### src/rtl/wisc_pkg.sv
// Shared ISA definitions for the EX stage: ALU opcodes, branch condition codes
// and the packed condition-flag record.
package wisc_pkg;

   typedef enum logic [2:0] {
      OP_ADD = 3'b000,
      OP_SUB = 3'b001,
      OP_AND = 3'b010,
      OP_NOR = 3'b011,
      OP_SLL = 3'b100,
      OP_SRL = 3'b101,
      OP_LHB = 3'b110,
      OP_SRA = 3'b111
   } alu_op_e;

   typedef enum logic [2:0] {
      BR_NEQ    = 3'b000,
      BR_EQ     = 3'b001,
      BR_GT     = 3'b010,
      BR_LT     = 3'b011,
      BR_GTE    = 3'b100,
      BR_LTE    = 3'b101,
      BR_OVFL   = 3'b110,
      BR_UNCOND = 3'b111
   } br_cond_e;

   typedef struct packed {
      logic z;
      logic v;
      logic n;
   } flags_t;

   // Which flags an opcode is allowed to load; arithmetic owns V and N,
   // logic/shift ops only report zero, lhb leaves everything alone.
   function automatic flags_t flag_enables(input alu_op_e op);
      flags_t en;
      en = '0;
      case (op)
         OP_ADD, OP_SUB: en = '1;
         OP_AND, OP_NOR, OP_SLL, OP_SRL, OP_SRA: en.z = 1'b1;
         default: en = '0;
      endcase
      return en;
   endfunction

endpackage

### src/rtl/br_cond_eval.sv
// Combinational branch condition evaluator: maps a 3-bit condition code and
// the Z/V/N flags to a single "condition holds" bit.
module br_cond_eval
   import wisc_pkg::*;
(
   input  logic [2:0] br_cond,
   input  logic       z,
   input  logic       v,
   input  logic       n,
   output logic       cond_true
);

   always_comb begin
      cond_true = 1'b0;
      case (br_cond_e'(br_cond))
         BR_NEQ:    cond_true = ~z;
         BR_EQ:     cond_true = z;
         BR_GT:     cond_true = ~z & ~n;
         BR_LT:     cond_true = n;
         BR_GTE:    cond_true = z | ~n;
         BR_LTE:    cond_true = n | z;
         BR_OVFL:   cond_true = v;
         BR_UNCOND: cond_true = 1'b1;
         default:   cond_true = 1'b0;
      endcase
   end

endmodule

### src/rtl/flag_branch_unit.sv
// Z/V/N condition flag register with opcode-selective loading, plus branch
// resolution (taken decision and PC-relative target) for fetch.
module flag_branch_unit
   import wisc_pkg::*;
#(
   parameter int DW   = 16,
   parameter int OFFW = 9
) (
   input  logic            clk,
   input  logic            rst_n,
   input  logic            alu_valid,
   input  logic [2:0]      alu_ops,
   input  logic            alu_ov,
   input  logic            alu_zr,
   input  logic            alu_n,
   input  logic            stall,
   input  logic            br_valid,
   input  logic [2:0]      br_cond,
   input  logic [OFFW-1:0] br_offset,
   input  logic [DW-1:0]   pc_inc,
   output logic            flag_z,
   output logic            flag_v,
   output logic            flag_n,
   output logic            br_taken,
   output logic [DW-1:0]   br_target
);

   flags_t flags_q;
   flags_t flags_d;
   flags_t flag_en;
   logic   update;
   logic   cond_true;
   logic [DW-1:0] offset_sx;

   assign update = alu_valid & ~stall;

   always_comb begin
      flag_en = flag_enables(alu_op_e'(alu_ops));
      flags_d = flags_q;
      if (update) begin
         if (flag_en.z) flags_d.z = alu_zr;
         if (flag_en.v) flags_d.v = alu_ov;
         if (flag_en.n) flags_d.n = alu_n;
      end
   end

   always_ff @(posedge clk or negedge rst_n) begin
      if (!rst_n) begin
         flags_q <= '0;
      end else begin
         flags_q <= flags_d;
      end
   end

   assign flag_z = flags_q.z;
   assign flag_v = flags_q.v;
   assign flag_n = flags_q.n;

   // Branches see the pre-edge flags, so a same-cycle ALU update is not visible.
   br_cond_eval u_br_cond_eval (
      .br_cond   (br_cond),
      .z         (flags_q.z),
      .v         (flags_q.v),
      .n         (flags_q.n),
      .cond_true (cond_true)
   );

   assign br_taken = br_valid & cond_true & rst_n;

   assign offset_sx = {{(DW-OFFW){br_offset[OFFW-1]}}, br_offset};
   assign br_target = pc_inc + offset_sx;

endmodule

### config.mk
export PLATFORM = sky130hd
export DESIGN_NAME = flag_branch_unit
export DESIGN_NICKNAME = d
export VERILOG_FILES = /design/src/rtl/wisc_pkg.sv /design/src/rtl/br_cond_eval.sv /design/src/rtl/flag_branch_unit.sv
export SDC_FILE = /design/constraint.sdc
export NUM_CORES = 1
export LEC_CHECK = 0
export CAP_MARGIN = 20
export CORE_AREA = 8 8 61 63
export DETAILED_ROUTE_END_ITERATION = 6
export DIE_AREA = 0 0 69 71
export PLACE_DENSITY = 0.77
export SLEW_MARGIN = 20
export SYNTH_ARGS = -nofsm -noshare
export SYNTH_HDL_FRONTEND = slang
export SYNTH_SLANG_ARGS = --single-unit
export TNS_END_PERCENT = 20
### constraint.sdc
create_clock -name clk -period 2.9 [get_ports clk]
set_clock_uncertainty 0.2 [all_clocks]
set_input_delay 0.58 -clock clk [delete_from_list [all_inputs] [get_ports clk]]
set_output_delay 0.58 -clock clk [all_outputs]
set_load 0.01 [all_outputs]
==> impl_metrics.env, run 1 <==
export IMPL_outcome="complete, but fails checks"
export IMPL_violations="negative setup slack"
export IMPL_grt_pass1_vias=1684
export IMPL_power_frac_seq_pct=9.1
export IMPL_crit_path_top_delay_cell="a211o_1"
export IMPL_required_ns=2.12
export IMPL_grt_max_degree=7
export IMPL_num_rows=20
export IMPL_regToRegSetupSlack_ns=1.86
export IMPL_grt_pass1_wl_microns=7500
export IMPL_tns_ns=-0.979
export IMPL_drt_iter0_drc=99
export IMPL_path_cells="buf_8 > ha_4 > a21oi_2 > nand4b_1 > buf_4 > a211o_1 > buf_4 > a31oi_1 > a211oi_2 > buf_2"
export IMPL_synth_fp_nets=183
export IMPL_gr_total_overflow=0
export IMPL_coreArea_sq_um=2850
export IMPL_cp_max_fo=3
export IMPL_ys_ff_latch=3
export IMPL_antenna_cells=0
export IMPL_r2r_end="flag_z"
export IMPL_start_util_pct=34.7
export IMPL_reg2reg_from="flag_z"
export IMPL_cts_buffers=3
export IMPL_drv_slew=0
export IMPL_fin_ws_ns=-0.176
export IMPL_cp_common_cell="buf_4"
export IMPL_power_frac_comb_pct=78.6
export IMPL_ant_nets=0
export IMPL_hold_slack_ns=0.326
export IMPL_ys_warn_count=0
export IMPL_drive_gt1_share_pct=47.3
export IMPL_drt_wl_total_microns=4790
export IMPL_power_density_nw_per_um2=296
export IMPL_clockPowerShare_pct=12.3
export IMPL_fmax_mhz=325
export IMPL_rsz0062_at_grt="yes"
export IMPL_seq_area_frac_synth_pct=7.59
export IMPL_hpwl_microns=3240
export IMPL_synth_cell_type_count=42
export IMPL_place_gp_congestion=0.849
export IMPL_dieArea_sq_um=4900
export IMPL_drv_cap=0
export IMPL_post_route_min_period_ns=3.08
export IMPL_tritoncts="done"
export IMPL_place_ws_ns=-1.04
export IMPL_numClockSinks=3
export IMPL_ioPinCount=59
export IMPL_hold_viol_final=0
export IMPL_intPower_uw=395
export IMPL_first_pass_iters=4
export IMPL_peakVddDrop_uv=291
export IMPL_p_leak_uw=0.00103
export IMPL_drc=0
export IMPL_use_met1_pct=17.8
export IMPL_crit_family="compound AO/OA/AOI/OAI gates"
export IMPL_arrival_ns=2.30
export IMPL_nets=299
export IMPL_die_w_microns=69
export IMPL_syn_cell_area_sq_um=990
export IMPL_clk_latency_ns=0.25
export IMPL_antenna_found_initial=0
export IMPL_synth_cells=128
export IMPL_power_uw=658
export IMPL_gr_usage_met3_pct=5.31
export IMPL_syn_avg_cell_area_sq_um=7.73
export IMPL_setup_viol=10
export IMPL_path_clk_slew_ns=0.04
export IMPL_setup_worst_path_class="primary input to output port"
export IMPL_tightest_slew_ns=0.412
export IMPL_endpoint_kind="output port"
export IMPL_die_h_microns=71
export IMPL_start_kind="primary input"
export IMPL_worst_path_stages=10
export IMPL_dr_total_vias=1549
export IMPL_reg2regPathDepth=1
export IMPL_path_buf_inv=4
export IMPL_grtUsageMet2_pct=32.3
export IMPL_top_usage_layer="met2"
export IMPL_port_buffers=58
export IMPL_area_growth_pct=124
export IMPL_via_per_inst=5.61
export IMPL_hp_class="primary input to asynchronous set/reset pin"
export IMPL_relSlewSlack_pct=72.4
export IMPL_wl_per_cell_microns=17.3
export IMPL_fillCellCount=191
export IMPL_switchingPower_uw=262
export IMPL_cts_path_max_buffers=2
export IMPL_cts_root_buf="clkbuf_4"
export IMPL_h_tree_depth=1
export IMPL_switching_share_pct=39.9
export IMPL_groute_usage_overall_pct=17.6
export IMPL_period_share_pct=106
export IMPL_max_stage_delay_ns=0.32
[stage by stage]
step	cell area (sq um)	util, %	std cells
after floorplan	990	-	128
after global placement	1880	66.0	255
after detailed placement	1880	66.0	255
after CTS	2120	74.2	270
after global routing	2220	77.8	276
final	2220	77.8	276
[layout by cell type, fill, tap and decap left out, drive strengths merged, types with 3 or more instances in the layout]
cell,count
buf,74
clkdlybuf4s50,21
ha,15
dlygate4sd2,10
o21ai,9
nor2,8
a21oi,8
nand3,7
inv,6
a21o,6
xnor2,6
clkbuf,6
and3,5
nand2,5
nor2b,5
clkdlybuf4s15,5
a31oi,5
xor2,4
nor3,3
dfrtp,3
[flip-flops by register name, indices dropped and copies added (netlist names)]
| register | count |
|---|---|
| flag_n | 1 |
| flag_v | 1 |
| flag_z | 1 |
[Yosys cell counts]
| library cell | n | share of area (%) |
|---|---|---|
| and2_1 | 1 | 0.63 |
| clkbuf_2 | 1 | 0.51 |
| or4b_1 | 1 | 1.0 |
| fa_1 | 1 | 2.0 |
| a22o_1 | 1 | 0.89 |
| buf_2 | 1 | 0.51 |
| inv_1 | 6 | 2.3 |
| nor2_1 | 8 | 3.0 |
| or4_1 | 2 | 1.5 |
| nand2_1 | 5 | 1.9 |
| xnor2_1 | 6 | 5.3 |
| a211oi_2 | 1 | 1.3 |
| xor2_1 | 4 | 3.5 |
| nor3b_1 | 2 | 1.5 |
| a211o_1 | 2 | 1.8 |
| nand4_1 | 2 | 1.3 |
| nor2b_1 | 5 | 3.2 |
| dfrtp_1 | 3 | 7.6 |
| o21a_1 | 1 | 0.76 |
| buf_6 | 1 | 1.1 |
| or2_1 | 1 | 0.63 |
| a21oi_1 | 7 | 3.5 |
| o21ai_0 | 9 | 4.6 |
| o2111ai_1 | 1 | 0.89 |
| a211oi_1 | 1 | 0.76 |
| nor4b_1 | 1 | 0.89 |
| mux2_2 | 2 | 2.3 |
| nand3_1 | 7 | 3.5 |
| mux2i_1 | 1 | 1.0 |
| ha_1 | 15 | 19 |
| and3_1 | 5 | 3.2 |
| nor3_1 | 3 | 1.5 |
| a21o_1 | 6 | 4.6 |
| a31oi_1 | 5 | 3.2 |
| o22a_1 | 1 | 0.89 |
| o311ai_0 | 2 | 1.8 |
| a21boi_1 | 1 | 0.76 |
| nand4b_1 | 1 | 0.89 |
| a31o_2 | 1 | 0.89 |
| o311a_1 | 2 | 2.0 |
| a21oi_2 | 1 | 0.89 |
| a41oi_1 | 1 | 0.89 |
[final cells by class]
class | count | area [sq um] | share of cell area, %
Sequential cell | 3 | 75.1 | 3.38
Tap cell | 33 | 41.3 | 1.86
Timing Repair Buffer | 114 | 938 | 42.3
Multi-Input combinational cell | 116 | 1110 | 50.3
Inverter | 6 | 22.5 | 1.02
Clock buffer | 4 | 26.3 | 1.18
[power by group through the flow]
stage / combinational [uW] / sequential (uW) / clock (uW)
after floorplan: 195 / 62.5 / 0
after global placement: 450 / 59.4 / 0
after detailed placement: 461 / 60.4 / 0
after CTS: 483 / 59.6 / 84.7
after global routing: 556 / 60.5 / 83.3
final: 517 / 59.9 / 80.7
[cell families after synthesis]
| logic type | count (synthesis) | synth area share [%] |
|---|---|---|
| mux | 3 | 3.29 |
| buf+inv | 9 | 4.42 |
| flops | 3 | 7.59 |
| xor+xnor | 10 | 8.85 |
| simple gates | 44 | 24.7 |
| compound gates | 43 | 30.2 |
| fa+ha+maj | 16 | 21.0 |
[routing by layer]
layer	up-vias	wire length [microns]
met3	14	357
li1	731	-
met2	66	2430
met4	0	145
met5	-	0
met1	738	1850
[how the worst max path moves through the flow]
| stage | startpoint | to | slack, ns |
|---|---|---|---|
| after floorplan | br_offset[0] | br_target[14] | 0.03 |
| after global placement | br_offset[0] | br_target[14] | -0.97 |
| after detailed placement | br_offset[0] | br_target[14] | -1.04 |
| after CTS | pc_inc[0] | br_target[14] | -0.13 |
| after global routing | pc_inc[1] | br_target[15] | -0.23 |
| final | pc_inc[1] | br_target[15] | -0.18 |
[what timing repair did]
item / in CTS / in global routing
gates resized for setup: 128 / 24
hold buffers: 0 / 0
setup endpoints to repair: 16 / 12
pin swaps: 34 / 24
buffers inserted: 11 / 6
(Power assumes the default switching activity.)
==> inputs of run 2 (changes only) <==
--- a/config.mk
+++ b/config.mk
@@ -14,4 +14,4 @@
 export SYNTH_ARGS = -nofsm -noshare
 export SYNTH_HDL_FRONTEND = slang
 export SYNTH_SLANG_ARGS = --single-unit
-export TNS_END_PERCENT = 20
+export TNS_END_PERCENT = 100
==> run 2 against run 1 <==
Net effect: the run still ends with negative setup slack left; final area decreased by 0.34%; critical path type unchanged; clock power about the same; largest power group unchanged; setup slack improved by 0.036 ns; core utilization decreased by 0.26 points; die area unchanged; via count decreased by 4.1%; largest cell class unchanged; register-to-register slack about the same; final cell count decreased by 0.72%; first-iteration DRC count decreased by 2.0%; wire length decreased by 2.8%; maximum frequency increased by 1.2%.
==> impl_metrics.env, run 2 (same netlist as run 1, synthesis figures left out) <==
export IMPL_outcome="complete, but fails checks"
export IMPL_violations="negative setup slack"
export IMPL_final_cell_mix="buf_4, clkdlybuf4s50_1, buf_2"
export IMPL_drc=0
export IMPL_via_per_inst=5.42
export IMPL_grt_max_degree=7
export IMPL_path_clk_slew_ns=0.04
export IMPL_numClockSinks=3
export IMPL_setup_viol=9
export IMPL_drt_wl_total_microns=4650
export IMPL_r2r_end="flag_z"
export IMPL_p_leak_uw=0.00101
export IMPL_period_share_pct=105
export IMPL_hpwl_microns=3240
export IMPL_groute_usage_overall_pct=17.8
export IMPL_path_cells="buf_6 > ha_4 > fa_2 > and3_4 > o21a_1 > o22a_1 > a31oi_2 > xnor2_1 > buf_2"
export IMPL_ant_nets=0
export IMPL_antenna_cells=0
export IMPL_port_buffers=58
export IMPL_cts_path_max_buffers=2
export IMPL_tns_ns=-0.531
export IMPL_area_growth_pct=123
export IMPL_post_route_min_period_ns=3.04
export IMPL_tritoncts="done"
export IMPL_num_rows=20
export IMPL_gr_total_overflow=0
export IMPL_start_util_pct=34.7
export IMPL_hp_class="primary input to asynchronous set/reset pin"
export IMPL_tightest_slew_ns=0.418
export IMPL_dieArea_sq_um=4900
export IMPL_path_buf_inv=2
export IMPL_relSlewSlack_pct=72.1
export IMPL_antenna_found_initial=0
export IMPL_layout_commonest_cell="buf_4"
export IMPL_crit_path_top_delay_cell="fa_2"
export IMPL_fin_ws_ns=-0.140
export IMPL_fmax_mhz=329
export IMPL_regToRegSetupSlack_ns=1.86
export IMPL_rsz0062_at_grt="yes"
export IMPL_cp_max_fo=3
export IMPL_start_kind="primary input"
export IMPL_wl_per_cell_microns=17.0
export IMPL_nets=297
export IMPL_crit_family="compound AO/OA/AOI/OAI gates"
export IMPL_drv_cap=0
export IMPL_coreArea_sq_um=2850
export IMPL_clk_latency_ns=0.25
export IMPL_h_tree_depth=1
export IMPL_cts_buffers=3
export IMPL_first_pass_iters=4
export IMPL_drive_gt1_share_pct=49.4
export IMPL_dr_total_vias=1486
export IMPL_fillCellCount=191
export IMPL_die_h_microns=71
export IMPL_hold_viol_final=0
export IMPL_reg2reg_from="flag_z"
export IMPL_setup_worst_path_class="primary input to output port"
export IMPL_peakVddDrop_uv=292
export IMPL_place_ws_ns=-1.04
export IMPL_reg2regPathDepth=1
export IMPL_drv_slew=0
export IMPL_drt_iter0_drc=97
export IMPL_die_w_microns=69
export IMPL_power_density_nw_per_um2=297
export IMPL_endpoint_kind="output port"
export IMPL_required_ns=2.12
export IMPL_grt_pass1_wl_microns=7560
export IMPL_ioPinCount=59
export IMPL_max_stage_delay_ns=0.35
export IMPL_grt_pass1_vias=1706
export IMPL_arrival_ns=2.26
export IMPL_cts_root_buf="clkbuf_4"
export IMPL_place_gp_congestion=0.849
[run 2: worst max-delay path by stage]
stage | to | startpoint | cells past startpoint | slack (ns)
2_1_floorplan | br_target[14] | br_offset[0] | 7 | 0.03
3_3_place_gp | br_target[14] | br_offset[0] | 9 | -0.97
3_5_place_dp | br_target[14] | br_offset[0] | 9 | -1.04
4_1_cts | br_target[14] | pc_inc[0] | 9 | -0.13
5_1_grt | br_target[14] | br_offset[0] | 9 | -0.19
6_report | br_target[14] | br_offset[0] | 9 | -0.14
[run 2: per-stage QoR]
step / power (uW) / instances / area [sq um] / hold slack, ns / util [%]
3_3_place_gp: 509 / 255 / 1880 / 0.364 / 66.0
4_1_cts: 637 / 270 / 2160 / 0.312 / 75.7
6_report: 656 / 274 / 2210 / 0.325 / 77.5
5_1_grt: 698 / 274 / 2210 / 0.344 / 77.5
3_5_place_dp: 521 / 255 / 1880 / 0.387 / 66.0
2_1_floorplan: 257 / 128 / 990 / 0.0844 / -
[run 2: final cells by class]
type                    instances  area [sq um]  area share (%)
clock buffers                   4          26.3            1.19
inverters                       6          22.5            1.02
multi-input cells             116          1130            51.3
flip-flops and latches          3          75.1            3.40
well taps                      33          41.3            1.87
repair buffers                112           912            41.3
[run 2: per-layer routing]
layer / track usage, % / part of all wire [%] / vias up
met4: 8.43 / 3.1 / 0
met1: 17.9 / 38 / 694
li1: - / - / 724
met2: 32.8 / 52 / 54
met3: 5.31 / 6.9 / 14
met5: 0 / 0 / -
[run 2: where the power goes]
group	switching, uW	internal (uW)	total (uW)
sequential	9.58	50.4	60.0
combinational	223	293	515
clock	28.8	52.0	80.9
[run 2: what timing repair did]
action,4_1_cts,5_1_grt
pin swaps,39,19
buffers inserted,11,4
setup endpoints to repair,16,11
gates cloned,0,0
hold buffers,0,0
endpoints found under the hold margin,0,0
resized for setup,157,4
==> inputs of run 3 (changes only) <==
--- a/config.mk
+++ b/config.mk
@@ -9,6 +9,7 @@
 export CORE_AREA = 8 8 61 63
 export DETAILED_ROUTE_END_ITERATION = 6
 export DIE_AREA = 0 0 69 71
+export GPL_TIMING_DRIVEN = 0
 export PLACE_DENSITY = 0.77
 export SLEW_MARGIN = 20
 export SYNTH_ARGS = -nofsm -noshare
==> run 3 against run 2 <==
Net effect: the flow still finishes with violations (negative setup slack); first-iteration DRC count up 10%; hold slack better by 0.0063 ns; critical path depth unchanged; sequential power about the same; clock power down 8.5%; total power down 1.1%; non-clock buffer count down 24; sequential cell count unchanged; register-to-register slack about the same; die area unchanged; combinational power about the same; maximum frequency about the same; critical path type unchanged.
==> impl_metrics.env, run 3 (same netlist as run 1, synthesis figures left out) <==
export IMPL_power_uw=649
export IMPL_path_clk_slew_ns=0.04
export IMPL_ioPinCount=59
export IMPL_grt_max_degree=10
export IMPL_tritoncts="done"
export IMPL_via_per_inst=5.84
export IMPL_tightest_slew_ns=0.384
export IMPL_nets=273
export IMPL_outcome="complete, but fails checks"
export IMPL_ant_nets=0
export IMPL_multi_input_area_sq_um=1220
export IMPL_coreArea_sq_um=2850
export IMPL_place_gp_congestion=0.794
export IMPL_cts_path_max_buffers=2
export IMPL_drc=0
export IMPL_power_density_nw_per_um2=300
export IMPL_rsz0062_at_grt="yes"
export IMPL_fillCellCount=193
export IMPL_setup_viol=8
export IMPL_regToRegSetupSlack_ns=1.87
export IMPL_dr_total_vias=1460
export IMPL_drv_slew=0
export IMPL_endpoint_kind="output port"
export IMPL_hold_viol_final=0
export IMPL_place_ws_ns=-1.22
export IMPL_relSlewSlack_pct=74.4
export IMPL_cp_max_fo=3
export IMPL_grt_pass1_wl_microns=6950
export IMPL_peakVddDrop_uv=274
export IMPL_period_share_pct=105
export IMPL_groute_usage_overall_pct=16.5
export IMPL_start_kind="primary input"
export IMPL_dieArea_sq_um=4900
export IMPL_post_route_min_period_ns=3.04
export IMPL_violations="negative setup slack"
export IMPL_grt_pass1_vias=1486
export IMPL_p_leak_uw=0.000926
export IMPL_fin_util_pct=75.7
export IMPL_drt_wl_total_microns=4800
export IMPL_antenna_cells=0
export IMPL_num_rows=20
export IMPL_antenna_found_initial=0
export IMPL_clk_latency_ns=0.24
export IMPL_start_util_pct=34.7
export IMPL_wl_per_cell_microns=19.2
export IMPL_fin_ws_ns=-0.137
export IMPL_area_growth_pct=118
export IMPL_tns_ns=-0.624
export IMPL_first_pass_iters=4
export IMPL_cts_buffers=3
export IMPL_hold_slack_ns=0.332
export IMPL_hpwl_microns=2770
export IMPL_gr_total_overflow=0
export IMPL_hp_class="primary input to asynchronous set/reset pin"
export IMPL_drive_gt1_share_pct=47.0
export IMPL_drt_iter0_drc=107
export IMPL_holdBufCountCts=0
export IMPL_drv_cap=0
export IMPL_fmax_mhz=329
export IMPL_numClockSinks=3
export IMPL_port_buffers=58
export IMPL_die_h_microns=71
export IMPL_cts_root_buf="clkbuf_4"
export IMPL_final_cell_mix="buf_4, clkdlybuf4s50_1, buf_6"
export IMPL_die_w_microns=69
export IMPL_required_ns=2.12
export IMPL_layout_commonest_cell="buf_4"
export IMPL_arrival_ns=2.26
export IMPL_h_tree_depth=1
export IMPL_seqCellArea_sq_um=75.1
export IMPL_setup_worst_path_class="primary input to output port"
-- run 3: changes by cell type in the layout (fill, tap and decap cells not counted), moves of 2 or more --
cell / before / now
buf_2: 17 / 13
a21oi_1: 6 / 4
a21oi_4: 0 / 2
dlygate4sd2_1: 13 / 11
o21ai_1: 4 / 0
clkdlybuf4s15_1: 0 / 5
o21ai_0: 4 / 7
buf_6: 8 / 14
buf_4: 50 / 22
-- run 3: cell type report --
cell class              instances  area share, %
plain buffers                   2           1.04
clock buffers                   4           1.22
inverters                       6           1.04
multi-input cells             116           56.4
flip-flops and latches          3           3.48
well taps                      33           1.91
repair buffers                 86           34.9
-- run 3: worst paths after layout --
path                                 end  cells past startpoint  startpoint
max reg2reg                       flag_n                      1      flag_n
min                               flag_n                      1       rst_n
min reg2reg                       flag_v                      2      flag_v
max                        br_target[15]                      9   pc_inc[1]
min in group clk                  flag_v                      2      flag_v
max in group asynchronous         flag_v                      1       rst_n
-- run 3: per-layer routing --
metal	wire length (microns)	part of all wire (%)	vias up	GRT usage (%)
met5	0	0	-	0
li1	-	-	673	-
met4	153	3.2	0	7.97
met3	391	8.2	15	5.03
met1	1750	36	685	16.6
met2	2500	52	87	30.3
-- run 3: repair_timing --
action | in CTS | in global routing
buffers inserted | 26 | 2
setup endpoints to repair | 16 | 10
pin swaps | 34 | 26
resized for setup | 157 | 29
-- run 3: critical path, stage by stage --
cell and delay (ns):
buf_8 0.10, ha_4 0.26, a21oi_4 0.05, nand4b_1 0.25
a211o_1 0.38, buf_6 0.13, and3_4 0.17, a211oi_2 0.17
buf_2 0.16
-- run 3: report_power, final --
part | leakage [uW] | internal [uW] | switching [uW] | total (uW)
Clock | 0.0000150 | 51.6 | 22.4 | 74.0
Combinational | 0.000875 | 282 | 233 | 515
Sequential | 0.0000360 | 50.5 | 9.39 | 59.9
-- run 3: stage by stage --
step / instances / cell area, sq um
detailed placement: 219 / 1610
finish: 250 / 2160
floorplan: 128 / 990
CTS: 249 / 2040
global placement: 219 / 1610
global route: 250 / 2160
==> RTL change, RTL diff (config.mk and constraints of run 2) <==
Reset style: synchronous (`rst_n`), changed in one clocked block.
--- a/src/rtl/flag_branch_unit.sv
+++ b/src/rtl/flag_branch_unit.sv
@@ -44,7 +44,7 @@
       end
    end
 
-   always_ff @(posedge clk or negedge rst_n) begin
+   always_ff @(posedge clk) begin
       if (!rst_n) begin
          flags_q <= '0;
       end else begin
Function: differs if rst_n is asserted again (counterexample within 4 cycles, from zero or initial values and one cycle with rst_n low); with rst_n held inactive, the same outputs for 10 cycles.
==> RTL change against run 2 <==
Global-route usage is 1.4 points lower; first-iteration DRC count is 66% lower; via count is 2.8% higher; design area is 3.6% higher; the flow still finishes with violations (setup timing); worst setup slack worse by 61 ps; power is 2.8% lower; non-clock buffer count is 2 lower; sequential cell count stayed put; wire length is 5.7% higher; area after synthesis is 1.0% lower.
==> RTL change: results (changes against run 2) <==
<table>
<tr><th>Metric</th><th>Value</th></tr>
<tr><th colspan="2">Status</th></tr>
<tr><td>Run status</td><td>finished, violations left</td></tr>
<tr><td>Violations in the final reports</td><td>setup timing</td></tr>
<tr><th colspan="2">Final layout</th></tr>
<tr><td>Filler Cell Count</td><td>179 (-6.3%)</td></tr>
<tr><td>Fraction of area in non-clock buffers</td><td>40.33% (-0.93 points)</td></tr>
<tr><td>Multi-input gate area in the final layout</td><td>1220 µm² (+7.6%)</td></tr>
<tr><th colspan="2">Detailed routing</th></tr>
<tr><td>WL met2</td><td>2598 µm (+8.5%)</td></tr>
<tr><td>Met1 wire length</td><td>1858 µm (+4.1%)</td></tr>
<tr><th colspan="2">Timing</th></tr>
<tr><td>Setup violations, final</td><td>7 (-2)</td></tr>
<tr><td>Post-layout worst setup margin</td><td>-200.8 ps (-60.89 ps)</td></tr>
<tr><td>Accumulated negative setup slack</td><td>-571.8 ps (-40.59 ps)</td></tr>
<tr><td>Worst Hold Slack</td><td>348.7 ps (+23.45 ps)</td></tr>
<tr><th colspan="2">Placement</th></tr>
<tr><td>Number of placed cells counting well taps</td><td>253 (-0.78%)</td></tr>
<tr><td>Placement Setup Slack</td><td>-1020 ps (+15.75 ps)</td></tr>
<tr><th colspan="2">Synth</th></tr>
<tr><td>Synth top cells by count</td><td>ha_1, nor2_1, nor2b_1, o21ai_0, nand3_1</td></tr>
<tr><td>Synth Area per Inst</td><td>7.654 µm² (-1.0%)</td></tr>
<tr><td>Sequential cell area fraction in the yosys report</td><td>6.130% (-1.5 points)</td></tr>
<tr><td>Share of synthesized flip-flops with an asynchronous set or reset</td><td>0% (-100 points)</td></tr>
<tr><th colspan="2">GRT</th></tr>
<tr><td>All-layer global routing usage</td><td>16.43% (-1.4 points)</td></tr>
<tr><td>Largest net degree at the start of global routing</td><td>10 (+3)</td></tr>
<tr><td>Global Route met1 Usage</td><td>15.57% (-2.3 points)</td></tr>
<tr><td>Met3 GRT Util</td><td>5.455% (+0.14 points)</td></tr>
<tr><th colspan="2">CTS</th></tr>
<tr><td>Quantity of gates resized following cts</td><td>143 (-8.9%)</td></tr>
<tr><td>Post CTS Setup Buffer Count</td><td>8 (-3)</td></tr>
<tr><th colspan="2">Pwr</th></tr>
<tr><td>VDD IR-drop max</td><td>0.4108 mV (+41%)</td></tr>
<tr><th colspan="2">Worst setup path</th></tr>
<tr><td>Reg2reg path depth</td><td>2 (+1)</td></tr>
<tr><td>Reg-to-reg critical path startpoint</td><td>flag_z$_SDFFE_PN0P_</td></tr>
</table>
## RTL change: worst max-delay path, cell delays in order
cell	delay [ps]
buf_6	100
ha_4	150
fa_2	350
and3_4	160
o21a_1	200
o22a_1	230
a31oi_2	240
xnor2_1	150
buf_2	160
## RTL change: power groups by stage
| stage | combinational [mW] | clock, mW | sequential, mW |
|---|---|---|---|
| finish | 0.518 | 0.0756 | 0.0440 |
| detailed placement | 0.425 | 0 | 0.0446 |
| global placement | 0.414 | 0 | 0.0445 |
| CTS | 0.447 | 0.0771 | 0.0440 |
| global route | 0.551 | 0.0823 | 0.0441 |
| floorplan | 0.184 | 0 | 0.0449 |
## RTL change: cells by family after synthesis
kind of cell / synth area share [%]
adders and majority gates: 21.20
and+or+nand+nor: 25.80
AOI/OAI and AO/OA: 29.76
xor gates and xnor gates: 8.940
DFF: 6.131
muxes: 4.087
buffers and inverters: 4.086
